[config.mk]
export PLATFORM = sky130hd
export DESIGN_NAME = pcie_word_tx
export DESIGN_NICKNAME = d
export VERILOG_FILES = /design/src/rtl/pcie_tx_pkg.sv /design/src/rtl/tx_stat_counters.sv /design/src/rtl/pcie_word_tx.sv
export SDC_FILE = /design/constraint.sdc
export NUM_CORES = 1
export LEC_CHECK = 0
export CORE_AREA = 2 2 112 114
export CTS_CLUSTER_SIZE = 8
export DETAILED_ROUTE_END_ITERATION = 12
export DIE_AREA = 0 0 114 116
export GPL_TIMING_DRIVEN = 0
export PLACE_DENSITY = 0.59
export SYNTH_ARGS = -nofsm -noshare
export SYNTH_HDL_FRONTEND = slang
export SYNTH_HIERARCHICAL = 1
export SYNTH_SLANG_ARGS = --single-unit
[constraint.sdc]
create_clock -name clk -period 3.4 [get_ports clk]
set_input_delay 0.68 -clock clk [delete_from_list [all_inputs] [get_ports clk]]
set_output_delay 0.68 -clock clk [all_outputs]
set_load 0.005 [all_outputs]
[src/rtl/pcie_tx_pkg.sv]
// ============================================================================
// Module  : pcie_tx_pkg
// Purpose : Shared types and field positions for the PCIE ingress word source.
// Revision: 1.0 - initial release
// ============================================================================
`default_nettype none

package pcie_tx_pkg;

  // Burst sequencer states
  typedef enum logic [1:0] {
    ST_IDLE  = 2'd0,
    ST_SEND  = 2'd1,
    ST_PAUSE = 2'd2
  } tx_state_t;

  // Word layout: {class, dest, payload}
  localparam int CLASS_MSB = 11;
  localparam int CLASS_LSB = 10;
  localparam int DEST_MSB  = 9;
  localparam int DEST_LSB  = 8;
  localparam int PAYLOAD_W = 8;

  localparam int NUM_DEST = 4;

  // Statistics index codes; 0..3 select a destination counter
  localparam logic [2:0] IDX_TOTAL = 3'd4;

  // Assemble one ingress word from its fields
  function automatic logic [11:0] pack_word(input logic [1:0] cls,
                                            input logic [1:0] dst,
                                            input logic [PAYLOAD_W-1:0] payload);
    return {cls, dst, payload};
  endfunction

endpackage

`default_nettype wire

[src/rtl/tx_stat_counters.sv]
// ============================================================================
// Module  : tx_stat_counters
// Purpose : Per-destination and total sent-word counters with a req/idx
//           registered read port.
// Revision: 1.0 - initial release
// ============================================================================
`default_nettype none

module tx_stat_counters
  import pcie_tx_pkg::*;
#(
  parameter int CNT_W = 8
) (
  input  logic             clk,
  input  logic             reset,
  input  logic             inc,
  input  logic [1:0]       inc_dest,
  input  logic             req,
  input  logic [2:0]       idx,
  output logic [CNT_W-1:0] data,
  output logic             valid
);

  logic [CNT_W-1:0] cnt [NUM_DEST];
  logic [CNT_W-1:0] total;
  logic [CNT_W-1:0] rd_sel;

  // One wrapping counter per destination
  for (genvar d = 0; d < NUM_DEST; d++) begin : g_dest
    // Count words pushed toward destination d
    always_ff @(posedge clk) begin
      if (reset)
        cnt[d] <= '0;
      else if (inc && (inc_dest == 2'(d)))
        cnt[d] <= cnt[d] + CNT_W'(1);
    end
  end

  // Count every pushed word regardless of destination
  always_ff @(posedge clk) begin
    if (reset)
      total <= '0;
    else if (inc)
      total <= total + CNT_W'(1);
  end

  // Select the counter addressed by idx; unused codes read as zero
  always_comb begin
    rd_sel = '0;
    if (!idx[2])
      rd_sel = cnt[idx[1:0]];
    else if (idx == IDX_TOTAL)
      rd_sel = total;
  end

  // Register the read: value sampled before this cycle's increment, held until next read
  always_ff @(posedge clk) begin
    if (reset) begin
      data  <= '0;
      valid <= 1'b0;
    end else begin
      valid <= req;
      if (req)
        data <= rd_sel;
    end
  end

endmodule

`default_nettype wire

[src/rtl/pcie_word_tx.sv]
// ============================================================================
// Module  : pcie_word_tx
// Purpose : Burst-command traffic source for the PCIE ingress FIFO, paced by
//           almost_full/full, with per-destination sent-word statistics.
// Revision: 1.0 - initial release
// ============================================================================
`default_nettype none

module pcie_word_tx
  import pcie_tx_pkg::*;
#(
  parameter int DATA_W = 12,
  parameter int LEN_W  = 4,
  parameter int CNT_W  = 8
) (
  input  logic              clk,
  input  logic              reset,
  input  logic              cmd_valid,
  output logic              cmd_ready,
  input  logic [1:0]        cmd_class,
  input  logic [1:0]        cmd_dest,
  input  logic [LEN_W-1:0]  cmd_len,
  input  logic [7:0]        cmd_seed,
  input  logic              abort,
  input  logic              fifo_almost_full,
  input  logic              fifo_full,
  output logic              push,
  output logic [DATA_W-1:0] data_out,
  output logic              busy,
  output logic              done,
  input  logic              req,
  input  logic [2:0]        idx,
  output logic [CNT_W-1:0]  data,
  output logic              valid
);

  // One extra bit so a zero length field can hold 2**LEN_W
  localparam int REM_W = LEN_W + 1;

  tx_state_t              state, state_nxt;
  logic [1:0]             cls, dst;
  logic [PAYLOAD_W-1:0]   payload;
  logic [REM_W-1:0]       remaining;
  logic                   load, send_word, end_burst;
  logic                   fifo_open;

  assign fifo_open = !fifo_almost_full && !fifo_full;

  // State register
  always_ff @(posedge clk) begin
    if (reset)
      state <= ST_IDLE;
    else
      state <= state_nxt;
  end

  // Next-state and control decode; abort takes priority over pushing
  always_comb begin
    state_nxt = state;
    load      = 1'b0;
    send_word = 1'b0;
    end_burst = 1'b0;
    cmd_ready = 1'b0;
    busy      = 1'b1;
    case (state)
      ST_IDLE: begin
        cmd_ready = 1'b1;
        busy      = 1'b0;
        if (cmd_valid) begin
          load      = 1'b1;
          state_nxt = ST_SEND;
        end
      end
      ST_SEND: begin
        if (abort) begin
          end_burst = 1'b1;
          state_nxt = ST_IDLE;
        end else if (fifo_open) begin
          send_word = 1'b1;
          if (remaining == REM_W'(1)) begin
            end_burst = 1'b1;
            state_nxt = ST_IDLE;
          end
        end else begin
          state_nxt = ST_PAUSE;
        end
      end
      ST_PAUSE: begin
        if (abort) begin
          end_burst = 1'b1;
          state_nxt = ST_IDLE;
        end else if (fifo_open) begin
          state_nxt = ST_SEND;
        end
      end
      default: begin
        state_nxt = ST_IDLE;
      end
    endcase
  end

  // Burst datapath and registered FIFO write port
  always_ff @(posedge clk) begin
    if (reset) begin
      cls       <= '0;
      dst       <= '0;
      payload   <= '0;
      remaining <= '0;
      push      <= 1'b0;
      data_out  <= '0;
      done      <= 1'b0;
    end else begin
      push <= send_word;
      done <= end_burst;
      if (load) begin
        cls       <= cmd_class;
        dst       <= cmd_dest;
        payload   <= cmd_seed;
        remaining <= (cmd_len == '0) ? REM_W'(1 << LEN_W) : {1'b0, cmd_len};
      end
      if (send_word) begin
        data_out  <= DATA_W'(pack_word(cls, dst, payload));
        payload   <= payload + PAYLOAD_W'(1);
        remaining <= remaining - REM_W'(1);
      end
    end
  end

  tx_stat_counters #(
    .CNT_W (CNT_W)
  ) u_stats (
    .clk      (clk),
    .reset    (reset),
    .inc      (push),
    .inc_dest (data_out[DEST_MSB:DEST_LSB]),
    .req      (req),
    .idx      (idx),
    .data     (data),
    .valid    (valid)
  );

endmodule

`default_nettype wire
==> summary.md <==
| Metric | Value |
|---|---|
| Drt wl/cell | `15.4 um` |
| Fin nets | `537` |
| Arr. time, crit path | `2630 ps` |
| Worst Path Buf+Inv | `2` |
| Post-Syn Nets | `478` |
| Internal Power | `1.80 mW` |
| Ranking of synthesized cells by instance count | `nand2_1 (63), dfxtp_1 (50), nor2_1 (45)` |
| Final-report hold violation count | `0` |
| Final cycle utilization of the critical path | `70.5%` |
| H-tree depth reported by CTS | `3` |
| Clock Latency Late Sink | `330 ps` |
| Number of CTS-inserted buffers | `9` |
| Total negative slack for setup checks | `0 ps` |
| Number of max-cap violations | `0` |
| RD Place Congestion | `0.863` |
| Lkg Pwr | `1.70 nW` |
| Maximum fanout count along the critical path | `10` |
| Master cell of the clock root buffer | `clkbuf_16` |
| Switching Fraction | `23.6%` |
| Post-synthesis sequential area ratio | `47.8%` |
| Combinational share of power | `11.2%` |
| R2R setup slack | `1310 ps` |
| Overflow after GRT | `0` |
| Worst rel slew slack | `21.2%` |
| Class of the tightest hold or removal check | `reg2reg` |
| DRT Pass-1 Iters | `5` |
| Iteration-0 DRC count of the detailed router | `183` |
| Die Width | `114 um` |
| Setup CP Type | `in2reg` |
| Residual DRC | `0` |
| Number of hold buffers added after CTS | `0` |
| Count of antenna-violating nets left after detailed routing | `0` |
| Library cell contributing the largest single delay on the critical path | `nor4b_4` |
| Flop and latch count out of synthesis | `82` |
| Detailed-route via count | `3,488` |
| Number of pins with negative max-slew slack in the final report | `0` |
| Average size of a mapped cell | `9.33 um2` |
| Placement row count | `40` |
| Overall die area | `13,200 um2` |
| Total Routed Length | `9990 um` |
| Sort of element at the start of the critical path | `input port` |
| Fraction of power consumed by the clock network | `41.7%` |
| Number of standard cells after synthesis | `440` |
| Power per cell area | `466 nW/um2` |
| Proportion of synthesized flip-flops having asynchronous set or reset | `0%` |
| Area of all placed cells without fillers | `5070 um2` |
| Cells resized by post-CTS repair | `0` |
| Top flip-flop cell by instance count after synthesis | `dfxtp_1` |
| Count of yosys warnings during synthesis | `6` |
| Setup repair after global routing missed its margin | `no` |
| Final critical path time including I/O delays and setup | `2400 ps` |
| Leading area contributor after synthesis | `dfxtp_1` |
| Top-area cell type share of the netlist area | `24.4%` |
| Ratio of routed vias to standard cells | `5.36` |
| Biggest cell delay along the critical path | `610 ps` |
| Hpwl dp | `7340 um` |
| Final setup violation count | `0` |
| Overall power of the completed layout | `2.36 mW` |
| Via count of the first global-routing pass | `3,324` |
| Sinks on Clock Net | `82` |
| Cell Area, Placed | `4770 um2` |
| Ratio of cells with drive above 1 in the final layout | `7.74%` |
| IO buf count | `48` |
| Count of different cell masters after synthesis | `45` |
| CP Cell Sequence | `clkdlybuf4s50_1 -> nor4b_4 -> clkbuf_1 -> a211oi_1 -> a211oi_1` |
| Number of enable flip-flop cells after synthesis | `32` |
| Buffer depth of the longest clock path | `2` |
| Clock tree from TritonCTS | `built` |
| Sw power | `558 uW` |
| Critical path endpoint category | `flip-flop` |
| Clock slew at the register clock pins of the worst setup and hold paths | `60 ps` |
| Top cell family by delay on the critical path | `buffers and inverters` |
| Worst path most repeated cell | `a211oi_1` |
| Number of diodes | `0` |
| Number of ports placed on the die boundary | `51` |
| Maximum number of pins on one net before global-route repair | `13` |
| Worst path required time | `3640 ps` |
| Netlist area before placement | `4110 um2` |
| Height of the die | `116 um` |
| Status | `finished clean` |
| Maximum vdd ir drop | `0.243 mV` |
| Overall fraction of global-route tracks in use | `15.7%` |
| Antenna violations before repair | `0` |
| Most area-consuming cells after synthesis | `dfxtp_1 (24%), edfxtp_1 (23%), nand2_1 (5.8%)` |
| Maximum clock frequency | `417 MHz` |
| Buffers inserted during post-CTS setup optimization | `0` |
| Initial core utilization | `34.5%` |
| Placeable core region | `11,900 um2` |
| Count leader, synth | `nand2_1` |
| Fraction of power consumed by sequential logic | `47.1%` |
| P&R area growth vs syn | `23.5%` |
| Final Skew | `3.46 ps` |
| First-pass GRT wire length | `16,300 um` |
| Transition time at the pin with the least slew margin | `1170 ps` |
[path summary, 6_finish.rpt]
check	start	to	cells after the start
min reg2reg	dst[1]	data_out[9]	2
max reg2reg	state[0]	payload[0]	5
max	abort	payload[0]	5
min	dst[1]	data_out[9]	2
[metal layers]
| metal | wire length, um | vias to the layer above | GRT usage [%] |
|---|---|---|---|
| met5 | 0 | - | 0 |
| met3 | 514 | 12 | 4.76 |
| met1 | 4760 | 1651 | 20.1 |
| li1 | - | 1728 | - |
| met4 | 115 | 0 | 4.47 |
| met2 | 4600 | 97 | 25.7 |
[layout make-up]
type / count / area (um2)
flip-flops and latches: 82 / 1960
well taps: 147 / 184
multi-input cells: 325 / 2000
plain buffers: 19 / 92.6
clock inverters: 2 / 33.8
repair buffers: 48 / 480
clock buffers: 14 / 265
inverters: 14 / 52.6
fillers: 1184 / 6840
[stage by stage]
stage / setup WS [ps] / utilization, % / instances / hold WS [ps]
finish: 1000 / 42.6 / 651 / 450
detailed placement: 665 / 40.0 / 635 / 449
CTS: 1000 / 42.6 / 651 / 454
global placement: 746 / 40.0 / 635 / 441
global route: 866 / 42.6 / 651 / 472
floorplan: 1480 / - / 440 / 429
[power groups by stage]
stage	clock, mW	sequential, mW	combinational, mW
after CTS	1.01	1.11	0.265
after floorplan	0	1.12	0.160
after global placement	0	1.13	0.259
after detailed placement	0	1.13	0.264
final	0.985	1.11	0.264
after global routing	1.06	1.12	0.292
[sequential cells by signal (all words and copies together) (netlist names)]
signal and count:
remaining 5, dst 2, u_stats/total 8, cls 2, state 2, data_out 12
u_stats/cnt 32, push 1, done 1, u_stats/data 8, payload 8, u_stats/valid 1
[cell families (layout without fill, tap and decap cells)]
logic type                 after synthesis  after routing  synth area share, %
AOI/OAI and AO/OA                      101            101                 15.6
xor gates and xnor gates                16             16                 3.41
adders and majority gates               12             12                 3.66
buffers and inverters                   33             97                 3.54
DFF                                     82             82                 47.8
muxes                                   18             18                 4.88
and+or+nand+nor                        178            178                 21.1
[cells in the final DEF, fill, tap and decap left out, drive strengths merged, types with 3 or more instances in the layout]
cell,netlist,routed
a211oi,6,6
or4,4,4
or3,13,13
nor2,45,45
dfxtp,50,50
nor4,3,3
a311oi,11,11
nor2b,3,3
buf,4,4
nor3,4,4
o21ai,21,21
o31ai,3,3
edfxtp,32,32
a21oi,39,39
nand2,63,63
nand4,7,7
a32oi,10,10
and3,3,3
ha,12,12
a31oi,3,3
xor2,11,11
clkdlybuf4s50,0,48
nand3,21,21
and2,3,3
mux2,16,16
inv,14,14
or4b,3,3
xnor2,5,5
clkbuf,15,29
[worst reg2reg max path: stages, from the launching register on]
cell and delay, ps:
dfxtp_1 400, ha_1 260, nor4b_4 520, clkbuf_1 450, a211oi_1 120, a211oi_1 260
Note: power is estimated with default switching activity, not from simulation.
